File: src/rtl/yl3_monitor_if.sv
// Pin and result bundle for the YL-3 display bus monitor.
// master drives the bus pins; slave is the monitor that receives them.
interface yl3_monitor_if;
  logic        sclk;
  logic        sda;
  logic        slatch;
  logic [63:0] seg_raw;
  logic [63:0] chars;
  logic        frame_valid;
  logic        err;

  modport master (
    output sclk, sda, slatch,
    input  seg_raw, chars, frame_valid, err
  );

  modport slave (
    input  sclk, sda, slatch,
    output seg_raw, chars, frame_valid, err
  );
endinterface

File: src/rtl/yl3_monitor.sv
// Oversampling receiver for the YL-3 serial 7-segment bus; rebuilds 8-digit frames.
// Define YL3_MON_DECODE_EN to build the ASCII decoder driving bus.chars.
module yl3_monitor #(
  parameter int unsigned SYNC_STAGES = 2
) (
  input logic          clk,
  input logic          rst,
  yl3_monitor_if.slave bus
);

  typedef enum logic {StShifting, StLatching} phase_e;

  logic [SYNC_STAGES-1:0] r_sclk_sync, r_sda_sync, r_slatch_sync;
  logic        r_sclk_dly, r_sda_dly, r_slatch_dly;
  logic        r_sclk_rise, r_slatch_rise;
  logic        w_sclk_rise, w_slatch_rise;

  logic [15:0] r_shreg, w_shreg_nxt;
  logic [4:0]  r_bit_cnt, w_cnt_nxt;
  logic [7:0]  w_sel;
  logic        w_word_ok;

  phase_e      r_phase;
  logic        r_eval_ok;
  logic [7:0]  r_eval_seg, r_eval_sel;
  logic [63:0] r_slots, w_slots_wr;
  logic [7:0]  r_mask, w_mask_wr;
  logic        w_frame;
  logic [63:0] r_seg_raw;
  logic        r_frame_valid, r_err;

  assign w_sclk_rise   = r_sclk_sync[SYNC_STAGES-1] & ~r_sclk_dly;
  assign w_slatch_rise = r_slatch_sync[SYNC_STAGES-1] & ~r_slatch_dly;

  // sda rides one stage behind the sync chain so it lines up with the registered sclk edge.
  always_ff @(posedge clk or posedge rst) begin
    if (rst) begin
      r_sclk_sync   <= '0;
      r_sda_sync    <= '0;
      r_slatch_sync <= '0;
      r_sclk_dly    <= 1'b0;
      r_sda_dly     <= 1'b0;
      r_slatch_dly  <= 1'b0;
      r_sclk_rise   <= 1'b0;
      r_slatch_rise <= 1'b0;
      r_shreg       <= '0;
      r_bit_cnt     <= '0;
    end else begin
      r_sclk_sync   <= {r_sclk_sync[SYNC_STAGES-2:0], bus.sclk};
      r_sda_sync    <= {r_sda_sync[SYNC_STAGES-2:0], bus.sda};
      r_slatch_sync <= {r_slatch_sync[SYNC_STAGES-2:0], bus.slatch};
      r_sclk_dly    <= r_sclk_sync[SYNC_STAGES-1];
      r_sda_dly     <= r_sda_sync[SYNC_STAGES-1];
      r_slatch_dly  <= r_slatch_sync[SYNC_STAGES-1];
      r_sclk_rise   <= w_sclk_rise;
      r_slatch_rise <= w_slatch_rise;
      r_shreg       <= w_shreg_nxt;
      r_bit_cnt     <= r_slatch_rise ? 5'd0 : w_cnt_nxt;
    end
  end

  always_comb begin
    w_shreg_nxt = r_shreg;
    w_cnt_nxt   = r_bit_cnt;
    if (r_sclk_rise) begin
      w_shreg_nxt = {r_shreg[14:0], r_sda_dly};
      if (r_bit_cnt != 5'd31) w_cnt_nxt = r_bit_cnt + 5'd1;
    end
  end

  // Latch check sees the post-shift word, so a coincident 16th sclk edge is counted.
  assign w_sel     = w_shreg_nxt[7:0];
  assign w_word_ok = (w_cnt_nxt == 5'd16) && (w_sel != 8'd0) &&
                     ((w_sel & (w_sel - 8'd1)) == 8'd0);

  // Select bit i addresses digit 7-i, which sits at byte i of the packed slot buffer.
  always_comb begin
    w_slots_wr = r_slots;
    w_mask_wr  = r_mask;
    for (int i = 0; i < 8; i++) begin
      if (r_eval_sel[i]) begin
        w_slots_wr[8*i +: 8] = r_eval_seg;
        w_mask_wr[i]         = 1'b1;
      end
    end
  end

  assign w_frame = (r_phase == StLatching) && r_eval_ok && (w_mask_wr == 8'hFF);

  always_ff @(posedge clk or posedge rst) begin
    if (rst) begin
      r_phase       <= StShifting;
      r_eval_ok     <= 1'b0;
      r_eval_seg    <= '0;
      r_eval_sel    <= '0;
      r_slots       <= '1;
      r_mask        <= '0;
      r_seg_raw     <= '1;
      r_frame_valid <= 1'b0;
      r_err         <= 1'b0;
    end else begin
      r_frame_valid <= 1'b0;
      unique case (r_phase)
        StShifting: begin
          if (r_slatch_rise) begin
            r_phase    <= StLatching;
            r_eval_ok  <= w_word_ok;
            r_eval_seg <= w_shreg_nxt[15:8];
            r_eval_sel <= w_sel;
          end
        end
        StLatching: begin
          r_phase <= StShifting;
          if (r_eval_ok) begin
            r_slots <= w_slots_wr;
            if (w_frame) begin
              r_mask        <= '0;
              r_seg_raw     <= w_slots_wr;
              r_frame_valid <= 1'b1;
            end else begin
              r_mask <= w_mask_wr;
            end
          end else begin
            r_err <= 1'b1;
          end
        end
        default: r_phase <= StShifting;
      endcase
    end
  end

  assign bus.seg_raw     = r_seg_raw;
  assign bus.frame_valid = r_frame_valid;
  assign bus.err         = r_err;

`ifdef YL3_MON_DECODE_EN
  logic [63:0] r_chars, w_chars_nxt;

  // Argument is the raw active-low a..g field; dp never affects the character.
  function automatic logic [7:0] f_decode(input logic [6:0] seg_n);
    logic [6:0] p;
    p = ~seg_n;
    case (p)
      7'h3F:   f_decode = "0";
      7'h06:   f_decode = "1";
      7'h5B:   f_decode = "2";
      7'h4F:   f_decode = "3";
      7'h66:   f_decode = "4";
      7'h6D:   f_decode = "5";
      7'h7D:   f_decode = "6";
      7'h07:   f_decode = "7";
      7'h7F:   f_decode = "8";
      7'h6F:   f_decode = "9";
      7'h77:   f_decode = "A";
      7'h39:   f_decode = "C";
      7'h79:   f_decode = "E";
      7'h71:   f_decode = "F";
      7'h76:   f_decode = "H";
      7'h38:   f_decode = "L";
      7'h73:   f_decode = "P";
      7'h3E:   f_decode = "U";
      7'h40:   f_decode = "-";
      7'h00:   f_decode = " ";
      default: f_decode = "?";
    endcase
  endfunction

  always_comb begin
    w_chars_nxt = '0;
    for (int i = 0; i < 8; i++) begin
      w_chars_nxt[8*i +: 8] = f_decode(w_slots_wr[8*i +: 7]);
    end
  end

  always_ff @(posedge clk or posedge rst) begin
    if (rst) begin
      r_chars <= 64'h2020_2020_2020_2020;
    end else if (w_frame) begin
      r_chars <= w_chars_nxt;
    end
  end

  assign bus.chars = r_chars;
`else
  assign bus.chars = 64'h2020_2020_2020_2020;
`endif

endmodule

File: src/flat_wrapper.sv
// flat-port wrapper written by rule: the top's interface ports become plain ports
module yl3_monitor_flat 
#(
  parameter int unsigned SYNC_STAGES = 2
)
  (clk, rst, bus_sclk, bus_sda, bus_slatch, bus_seg_raw, bus_chars, bus_frame_valid, bus_err);
  yl3_monitor_if bus_i ();
  input logic clk;
  input logic rst;
  input wire logic [$bits(bus_i.sclk)-1:0] bus_sclk;
  input wire logic [$bits(bus_i.sda)-1:0] bus_sda;
  input wire logic [$bits(bus_i.slatch)-1:0] bus_slatch;
  output wire logic [$bits(bus_i.seg_raw)-1:0] bus_seg_raw;
  output wire logic [$bits(bus_i.chars)-1:0] bus_chars;
  output wire logic [$bits(bus_i.frame_valid)-1:0] bus_frame_valid;
  output wire logic [$bits(bus_i.err)-1:0] bus_err;
  assign bus_i.sclk = bus_sclk;
  assign bus_i.sda = bus_sda;
  assign bus_i.slatch = bus_slatch;
  assign bus_seg_raw = bus_i.seg_raw;
  assign bus_chars = bus_i.chars;
  assign bus_frame_valid = bus_i.frame_valid;
  assign bus_err = bus_i.err;
  yl3_monitor #(.SYNC_STAGES(SYNC_STAGES)) u_core (.clk(clk), .rst(rst), .bus(bus_i));
endmodule
File: config.mk
export PLATFORM = sky130hd
export DESIGN_NAME = yl3_monitor_flat
export DESIGN_NICKNAME = d
export VERILOG_FILES = /design/src/rtl/yl3_monitor_if.sv /design/src/rtl/yl3_monitor.sv /design/src/flat_wrapper.sv
export SDC_FILE = /design/constraint.sdc
export NUM_CORES = 1
export LEC_CHECK = 0
export ABC_AREA = 1
export BUFFER_PORTS_ARGS = -buffer_cell sky130_fd_sc_hd__buf_2
export CAP_MARGIN = 0
export CORE_MARGIN = 4
export CORE_UTILIZATION = 30
export DETAILED_ROUTE_END_ITERATION = 7
export GPL_TIMING_DRIVEN = 0
export PLACE_DENSITY = 0.52
export SLEW_MARGIN = 20
export SYNTH_ARGS = -nofsm -noshare
export SYNTH_HDL_FRONTEND = slang
export SYNTH_SLANG_ARGS = --single-unit
File: constraint.sdc
create_clock -name clk -period 10.1 [get_ports clk]
set_clock_uncertainty 0.05 [all_clocks]
set_input_delay 0 -clock clk [delete_from_list [all_inputs] [get_ports clk]]
set_output_delay 0 -clock clk [all_outputs]
set_load 0.01 [all_outputs]
==> results of run 1 <==
==> worst max-delay path by stage <==
stage                                     startpoint                                 end  slack, ns  cells after the start
floorplan                                        rst          u_core.bus.err$_DFFE_PP0P_       5.15                      1
global placement                                 rst        u_core.r_mask[5]$_DFFE_PP0P_       2.62                      2
detailed placement  u_core.r_eval_sel[3]$_DFFE_PP0P_  u_core.bus.seg_raw[53]$_DFFE_PP1P_       8.16                      6
CTS                 u_core.r_eval_sel[3]$_DFFE_PP0P_  u_core.bus.seg_raw[53]$_DFFE_PP1P_       8.13                      6
global route        u_core.r_eval_sel[3]$_DFFE_PP0P_  u_core.bus.seg_raw[52]$_DFFE_PP1P_       7.95                      6
finish              u_core.r_eval_sel[3]$_DFFE_PP0P_        u_core.r_mask[2]$_DFFE_PP0P_       8.15                      7
==> per-layer routing <==
layer	wire [um]	up-vias	part of all wire	global-route usage
met4	276	0	0.013	0.03695
met3	1122	18	0.053	0.03262
met5	0	-	0	0
met2	9671	142	0.46	0.2207
li1	-	3163	-	-
met1	9922	2909	0.47	0.1987
==> worst max-delay path: stages (launching register included) <==
cell and delay [ns]:
dfrtp_1 0.32, clkbuf_1 0.35, o22ai_1 0.19, nor3_4 0.25, nand2_4 0.17, clkbuf_2 0.29
o21ai_0 0.14, inv_1 0.06
==> power by group <==
group          total (uW)  switching (uW)  internal (uW)
registers             797            12.0            785
clock network         662             330            332
logic                 283             204           79.2
==> cell type report <==
cell class / count / area, um2 / share of cell area
Buffer: 117 / 728.2 / 0.07265
Clock buffer: 18 / 429.2 / 0.04282
Clock inverter: 14 / 145.1 / 0.01448
Inverter: 59 / 229.0 / 0.02284
Multi-Input combinational cell: 625 / 2716 / 0.2710
Sequential cell: 188 / 4865 / 0.4853
Tap cell: 372 / 465.4 / 0.04644
Timing Repair Buffer: 76 / 445.4 / 0.04444
==> sequential cells by signal (all words and copies together), names as in the netlist <==
signal,cells
u_core.r_sda_dly,1
u_core.bus.err,1
u_core.r_mask,8
u_core.r_eval_seg,8
u_core.r_slatch_sync,2
u_core.r_bit_cnt,5
u_core.r_slatch_dly,1
u_core.r_phase,1
u_core.r_sda_sync,2
u_core.r_slots,64
u_core.r_sclk_dly,1
u_core.r_eval_sel,8
u_core.r_slatch_rise,1
u_core.bus.frame_valid,1
u_core.r_sclk_sync,2
u_core.bus.seg_raw,64
u_core.r_eval_ok,1
u_core.r_sclk_rise,1
u_core.r_shreg,16
==> synthesized netlist by cell type (4+ instances only) <==
| cell | number |
|---|---|
| nor2_1 | 30 |
| nand2_1 | 282 |
| dfstp_2 | 128 |
| nand3_1 | 6 |
| inv_1 | 58 |
| buf_6 | 5 |
| a21oi_1 | 4 |
| o21ai_0 | 184 |
| clkbuf_1 | 39 |
| buf_2 | 8 |
| o21ai_1 | 39 |
| buf_4 | 64 |
| dfrtp_1 | 60 |
==> stage by stage <==
step,worst slack (ns),cells
floorplan,5.148,989
global placement,2.618,1431
detailed placement,8.162,1433
CTS,8.130,1469
global route,7.948,1469
finish,8.151,1469
==> cell families after synthesis <==
kind of cell / Yosys count / synth area share
other cells: 2 / 0.0009050
buf+inv: 176 / 0.1144
flops: 188 / 0.5862
fa+ha+maj: 1 / 0.001508
simple gates: 324 / 0.1512
compound gates: 236 / 0.1457
==> repair_timing <==
item	4_1_cts	5_1_grt
setup endpoints to repair	0	0
hold endpoints to repair	30	0
hold buffers	4	0
==> impl_metrics.toml, run 1 <==
[status]
status = "finished, final reports clean"

[timing]
setup_viol = 0
rsz0062_at_grt = "no"
hold-worst-slack_ns = 0.1530
fin_crit_sh = 0.1929
min_period_ns = 1.949
max_freq_mhz = 513.2
hold_violations = 0
slew_headroom = 0.4870
worst-slew-pin-transition_ns = 0.7694
slew_violations = 0
fin_setup_tns_ns = 0

[synth]
yosysSeqAreaShare = 0.5862
synth.cell_area_um2 = 8298
synth_top_cell_by_area = "dfstp_2"
ys.flop_type = "dfstp_2"
synth_top_area_share = 0.4053
synth_cell_types = 28
synth_warnings = 0
ys_ff_latch = 188
synth_edf_count = 0
synth_area_leaders = "dfstp_2 41%, dfrtp_1 18%, nand2_1 13%, o21ai_0 11%, buf_4 5.8%"
syn_avg_cell_area_um2 = 8.951
async_flop_share = 1.000
syn_inst = 927

[power_and_ir_drop]
power.leakage_uw = 0.004515
ir_drop_mv = 0.09562
total_power_uw = 1742
power_density_nw_per_um2 = 173.8

[die]
rows = 60
pin_count = 135
die_h_um = 174.3
start_util = 0.3062
core-area_um2 = 27100
die-area_um2 = 30380
fp.dieW_um = 174.3

[worst_setup_path]
cp-start-kind = "flop"
critPathKind = "reg -> reg"
r2r_end = "u_core.r_mask[2]$_DFFE_PP0P_"
cp.arrival_ns = 2.22
r2r-start = "u_core.r_eval_sel[3]$_DFFE_PP0P_"
r2r_slack_ns = 8.15
worstSetupEndpointType = "flop"
critPathMaxFanout = 10
r2r_cells = 7
required_ns = 10.37

[cts]
cts_tree = "yes"
cts_root_buf = "clkbuf_16"
numCtsBuffers = 17
htree_levels = 4
cts_resized = 0
post_cts_buffers = 0
clkTransAtPathRegs_ns = 0.07
clkLatencyLatePin_ns = 0.43
cts.sinks = 188
clockBufferDepth = 2

[route]
wl_per_cell_um = 14.29
dr.pass1.iters = 5
routed_wl_um = 20990
drc = 0
antenna_left = 0
via_per_inst = 4.242
vias = 6232
drt_iter0_markers = 379

[hold_path]
hold_start = "bus_sclk"
hold_depth = 2
min_to = "u_core.r_sclk_sync[0]$_DFF_PP0_"
worstHoldPathType = "in -> reg"

[final_layout]
num_antenna_cells = 0
layout_common_cells = "282 x nand2_1, 184 x o21ai_0, 128 x dfstp_2"
n_fill_cell = 2762
fin_util = 0.3699
drive_above_1_share = 0.2890
layout_commonest_cell = "nand2_1"
stdcell_area_um2 = 10020
nNetsFinal = 1090
syn_to_final_growth_pct = 20.79

[placement]
finalWeightedCongestion = 0.7883
hpwl_um = 14050
numPortBuffers = 70
placed_area_um2 = 9409

[global_routing]
first_global_vias = 6043
gr-usage-all-layers = 0.1413
grt_max_degree = 97
grt_pass1_wl_um = 34010
antenna_found_initial = 0
grt_overflow_total = 0

[job]
drv_cap = 0
Power figures use the tool's default switching activity.
==> run 2, diff against run 1 <==
--- a/config.mk
+++ b/config.mk
@@ -5,14 +5,14 @@
 export SDC_FILE = /design/constraint.sdc
 export NUM_CORES = 1
 export LEC_CHECK = 0
-export ABC_AREA = 1
+export ABC_AREA = 0
 export BUFFER_PORTS_ARGS = -buffer_cell sky130_fd_sc_hd__buf_2
 export CAP_MARGIN = 0
 export CORE_MARGIN = 4
 export CORE_UTILIZATION = 30
 export DETAILED_ROUTE_END_ITERATION = 7
 export GPL_TIMING_DRIVEN = 0
-export PLACE_DENSITY = 0.52
+export PLACE_DENSITY = 0.53
 export SLEW_MARGIN = 20
 export SYNTH_ARGS = -nofsm -noshare
 export SYNTH_HDL_FRONTEND = slang
==> constraint.sdc (replaced) <==
create_clock -name clk -period 1.6 [get_ports clk]
set_clock_uncertainty 0.05 [all_clocks]
set_input_delay 0 -clock clk [delete_from_list [all_inputs] [get_ports clk]]
set_output_delay 0 -clock clk [all_outputs]
set_load 0.01 [all_outputs]
==> run 2 against run 1 <==
Effect of this change: the flow now finishes with violations (negative setup slack); sequential share of layout area fell by 4.9 points; first-iteration DRC count fell by 51%; global-route usage fell by 1.6 points; worst setup slack got worse by 8.3 ns; combinational power rose to 7.3 times the previous value; core utilization rose by 1.6 points; area after synthesis rose by 7.1%; critical path type unchanged; critical endpoint is now u_core.r_eval_ok$_DFFE_PP0P_; largest power group unchanged.
==> impl_metrics.toml, run 2 <==
[timing]
setup_viol = 77
fin_crit_sh = 1.096
layout_setup_ws_ns = -0.1542
slew_violations = 0
max_freq_mhz = 570.1
hold_violations = 0
rsz0062_at_grt = "yes"
worst-slew-pin-transition_ns = 0.5838
min_period_ns = 1.754
slew_headroom = 0.6108

[global_routing]
grt_overflow_total = 0
gr-usage-all-layers = 0.1253
antenna_found_initial = 0
grt_pass1_wl_um = 31520
first_global_vias = 5165
grt_max_degree = 33

[final_layout]
num_antenna_cells = 0
drive_above_1_share = 0.7421
layout_common_cells = "159 x mux2_2, 128 x dfstp_2, 75 x buf_2"
stdcell_count = 1179
fin_util = 0.3855
syn_to_final_growth_pct = 25.56
layout_commonest_cell = "mux2_2"
nNetsFinal = 788
stdcell_area_um2 = 11150

[synth]
synth_edf_count = 0
syn_inst = 605
yosysSeqAreaShare = 0.5476
ys.flop_type = "dfstp_2"
synth_warnings = 0
synth_cell_types = 42
synth.most_common_cell = "mux2_2"
synth_top_area_share = 0.3786
ys_ff_latch = 188
async_flop_share = 1.000
synth.cell_area_um2 = 8884
synth_common_cells = "163 x mux2_2, 128 x dfstp_2, 64 x buf_4"
synth_area_leaders = "dfstp_2 38%, mux2_2 21%, dfrtp_1 17%, mux2_4 10%, buf_4 5.4%"
syn_avg_cell_area_um2 = 14.68
synth_top_cell_by_area = "dfstp_2"

[power_and_ir_drop]
power.leakage_uw = 0.005421
ir_drop_mv = 0.8013
total_power_uw = 11740
power_density_nw_per_um2 = 1052

[hold_path]
worstHoldPathType = "in -> async"

[route]
vias = 5040
routed_wl_um = 20340
drc = 0
via_per_inst = 4.275
drt_iter0_markers = 187
wl_per_cell_um = 17.25
antenna_left = 0
dr.pass1.iters = 5

[worst_setup_path]
crit_chain = "buf_6 > a2111o_1 > o32ai_2 > o221ai_2 > o41ai_2"
worstSetupEndpointType = "flop"
critPathMaxFanout = 9
required_ns = 1.87
slowest_stage = "a2111o_1"
path_buf_inv = 1
cp-start-kind = "flop"
cpLargestDelayFamily = "compound AO/OA/AOI/OAI gates"
critPathKind = "reg -> reg"
slowest_delay_ns = 0.42
cp.arrival_ns = 2.03

[placement]
hpwl_um = 13540
dp_cells = 1127
numPortBuffers = 70
placed_area_um2 = 10110
finalWeightedCongestion = 0.7403

[cts]
clockBufferDepth = 2
htree_levels = 4
clkTransAtPathRegs_ns = 0.07
cts_root_buf = "clkbuf_16"
cts_tree = "yes"
numCtsBuffers = 17
clkLatencyLatePin_ns = 0.43
cts.sinks = 188

[status]
violations = "negative setup slack"
status = "complete, but fails checks"

[die]
core-area_um2 = 28940
fp.dieW_um = 180.1
rows = 62
die_h_um = 180.1
pin_count = 135
die-area_um2 = 32430
start_util = 0.3070

[job]
drv_cap = 0
[run 2: changes by cell type after synthesis, moves of 6 or more]
cell / delta
nand2_1: -267
o21ai_0: -182
mux2_2: +163
mux2_4: +60
inv_1: -44
o21ai_1: -39
nor2_1: -22
clkbuf_1: -21
a21boi_0: +7
buf_2: -6
buf_8: +6
[run 2: worst paths after layout]
path | from | end | slack [ns] | depth (start not counted)
max | u_core.r_sclk_rise$_DFF_PP0_ | u_core.r_eval_ok$_DFFE_PP0P_ | -0.15 | 5
min | rst | u_core.r_eval_seg[0]$_DFFE_PP0P_ | 0.11 | 3
max reg2reg | u_core.r_sclk_rise$_DFF_PP0_ | u_core.r_eval_ok$_DFFE_PP0P_ | -0.15 | 5
min reg2reg | u_core.r_sda_sync[0]$_DFF_PP0_ | u_core.r_sda_sync[1]$_DFF_PP0_ | 0.30 | 0
max in group asynchronous | rst | u_core.r_slots[50]$_DFFE_PP1P_ | 0.33 | 6
min in group clk | bus_sclk | u_core.r_sclk_sync[0]$_DFF_PP0_ | 0.17 | 2
[run 2: cell families after synthesis]
logic type,after synthesis,synth area share
xor+xnor,1,0.0009861
fa+ha+maj,1,0.001408
flops,188,0.5476
simple gates,43,0.02394
compound gates,38,0.03282
mux,223,0.3080
buf+inv,109,0.08437
other cells,2,0.0008454
[run 2: worst register-to-register path, cell delays in order (launching register included)]
cell and delay, ns:
dfrtp_1 0.38, buf_6 0.14, a2111o_1 0.42, o32ai_2 0.24
o221ai_2 0.14, o41ai_2 0.29
[run 2: where the power goes]
group / internal (uW) / switching, uW / total [uW]
clock: 2300 / 1820 / 4120
combinational: 945 / 1140 / 2080
sequential: 5050 / 483 / 5530
total: 8300 / 3440 / 11700
[run 2: area by class of cell]
cell class / instances / area, um2
inverters: 14 / 56.30
fillers: 2736 / 17780
flip-flops and latches: 188 / 4867
plain buffers: 90 / 720.7
clock inverters: 8 / 55.05
multi-input cells: 370 / 3586
clock buffers: 24 / 524.3
well taps: 384 / 480.5
repair buffers: 101 / 864.6
[run 2: timing repair]
item / CTS / global route
gates resized for setup: 46 / 15
endpoints found under the setup margin: 147 / 96
pin swaps: 2 / 2
hold buffers: 4 / 0
cloned: 5 / 2
setup buffers: 11 / 5
endpoints found under the hold margin: 52 / 0
[run 2: metal layers]
| metal | wire (um) | vias to the layer above | track usage |
|---|---|---|---|
| met2 | 9441 | 121 | 0.2002 |
| met4 | 201 | 0 | 0.02843 |
| met1 | 9948 | 2544 | 0.1758 |
| li1 | - | 2360 | - |
| met5 | 0 | - | 0 |
| met3 | 748 | 15 | 0.02725 |
[run 2: through the flow]
| step | hold WS, ns | setup WS (ns) | setup TNS, ns |
|---|---|---|---|
| after floorplan | -0.01857 | -0.7660 | -82.71 |
| after global placement | 0.05991 | -2.116 | -326.16 |
| after detailed placement | 0.02260 | -0.4877 | -48.23 |
| after CTS | 0.1063 | -0.1943 | -6.719 |
| after global routing | 0.1497 | -0.2188 | -9.474 |
| final | 0.1132 | -0.1542 | -5.790 |
==> run 3, diff against run 2 <==
--- a/config.mk
+++ b/config.mk
@@ -5,7 +5,7 @@
 export SDC_FILE = /design/constraint.sdc
 export NUM_CORES = 1
 export LEC_CHECK = 0
-export ABC_AREA = 0
+export ABC_AREA = 1
 export BUFFER_PORTS_ARGS = -buffer_cell sky130_fd_sc_hd__buf_2
 export CAP_MARGIN = 0
 export CORE_MARGIN = 4
==> run 3 against run 2 <==
Effect of this change: the flow still finishes with violations (negative setup slack); non-clock buffer count is 15 higher; worst setup slack better by 0.14 ns; first-iteration DRC count is 110% higher; final area is 0.69% lower; sequential cell count stayed put; critical path type unchanged.
==> impl_metrics.toml, run 3 (synthesis results as in run 1) <==
[worst_setup_path]
path_buf_inv = 2
required_ns = 1.91
cp.arrival_ns = 1.93
cpLargestDelayFamily = "buffers and inverters"
critPathKind = "reg -> reg"
slowest_delay_ns = 0.43
cp-start-kind = "flop"
critPathMaxFanout = 10
crit_chain = "inv_1 > clkbuf_2 > nand2_1 > o21ai_0 > o21ai_2"
slowest_stage = "clkbuf_2"
worstSetupEndpointType = "flop"

[timing]
fin_crit_sh = 1.009
min_period_ns = 1.615
hold_violations = 0
setup_viol = 1
slew_headroom = 0.4801
rsz0062_at_grt = "yes"
slew_violations = 0
max_freq_mhz = 619.2
worst-slew-pin-transition_ns = 0.7790
fin_setup_tns_ns = -0.01504
layout_setup_ws_ns = -0.01504

[cts]
clkLatencyLatePin_ns = 0.43
numCtsBuffers = 17
htree_levels = 4
clkTransAtPathRegs_ns = 0.07
cts_root_buf = "clkbuf_16"
cts_tree = "yes"
clockBufferDepth = 2
cts.sinks = 188

[power_and_ir_drop]
power.leakage_uw = 0.004964
ir_drop_mv = 0.7269
power_density_nw_per_um2 = 990.9

[global_routing]
gr-usage-all-layers = 0.1391
grt_overflow_total = 0
first_global_vias = 6125
grt_pass1_wl_um = 33980
antenna_found_initial = 0
grt_max_degree = 34

[die]
core-area_um2 = 27100
start_util = 0.3062
fp.dieW_um = 174.3
die_h_um = 174.3
pin_count = 135
rows = 60
die-area_um2 = 30380

[final_layout]
drive_above_1_share = 0.4194
nNetsFinal = 1105
layout_commonest_cell = "nand2_1"
syn_to_final_growth_pct = 33.49
fin_util = 0.4087
num_antenna_cells = 0
stdcell_area_um2 = 11080
layout_common_cells = "238 x nand2_1, 149 x o21ai_0, 128 x dfstp_2"

[job]
drv_cap = 0

[route]
vias = 6375
drc = 0
wl_per_cell_um = 14.14
dr.pass1.iters = 5
antenna_left = 0
via_per_inst = 4.299
routed_wl_um = 20970
drt_iter0_markers = 385

[placement]
placed_area_um2 = 9470
hpwl_um = 14620
finalWeightedCongestion = 0.8039
numPortBuffers = 70

[hold_path]
worstHoldPathType = "in -> async"

[status]
status = "complete, but fails checks"
violations = "negative setup slack"
-- run 3: metal layers --
| metal | up-vias | part of all wire | global-route usage | routed length (um) |
|---|---|---|---|---|
| met2 | 138 | 0.46 | 0.2170 | 9727 |
| li1 | 3188 | - | - | - |
| met1 | 3019 | 0.47 | 0.1948 | 9939 |
| met3 | 30 | 0.043 | 0.02827 | 895 |
| met4 | 0 | 0.020 | 0.04454 | 410 |
| met5 | - | 0 | 0 | 0 |
-- run 3: stage by stage --
stage	total power [uW]	setup slack [ns]	std cells	hold WS, ns
2_1_floorplan	6284	-0.7660	989	-0.01857
3_3_place_gp	6880	-2.120	1431	0.05739
3_5_place_dp	6915	-0.3286	1437	0.03920
4_1_cts	11000	-0.08534	1481	0.1103
5_1_grt	11520	-0.1083	1483	0.1456
6_report	10980	-0.01504	1483	0.1061
-- run 3: path summary, 6_finish.rpt --
check	from	to	slack, ns	cells after the start
max reg2reg	u_core.r_eval_seg[0]$_DFFE_PP0P_	u_core.bus.seg_raw[0]$_DFFE_PP1P_	-0.02	5
min in group clk	bus_sda	u_core.r_sda_sync[0]$_DFF_PP0_	0.15	2
max	u_core.r_eval_seg[0]$_DFFE_PP0P_	u_core.bus.seg_raw[0]$_DFFE_PP1P_	-0.02	5
max in group asynchronous	rst	u_core.r_slots[19]$_DFFE_PP1P_	0.32	6
min reg2reg	u_core.r_sda_sync[0]$_DFF_PP0_	u_core.r_sda_sync[1]$_DFF_PP0_	0.30	0
min	rst	u_core.r_sda_sync[0]$_DFF_PP0_	0.11	3
-- run 3: cell type report --
class | instances | area (um2)
Sequential cell | 188 | 4871
Multi-Input combinational cell | 627 | 3244
Tap cell | 372 | 465.4
Fill cell | 2658 | 16020
Clock buffer | 18 | 429.2
Timing Repair Buffer | 105 | 817.0
Buffer | 101 | 887.1
Clock inverter | 13 | 132.6
Inverter | 59 | 230.2
-- run 3: timing repair --
item	4_1_cts	5_1_grt
resized for setup	154	101
pin swaps	4	8
hold buffers	4	0
gates cloned	7	4
endpoints found under the setup margin	138	136
hold endpoints to repair	54	0
buffers inserted	10	6
-- run 3: tightest hold or removal path: stages --
cell,delay [ns]
dlygate4sd3_1,0.52
buf_2,0.13
clkinvlp_4,0.38
-- run 3: power breakdown --
part	leakage (uW)	internal [uW]	switching [uW]
Clock	0.000273	2050	2010
Sequential	0.00209	4960	114
Combinational	0.00260	563	1280
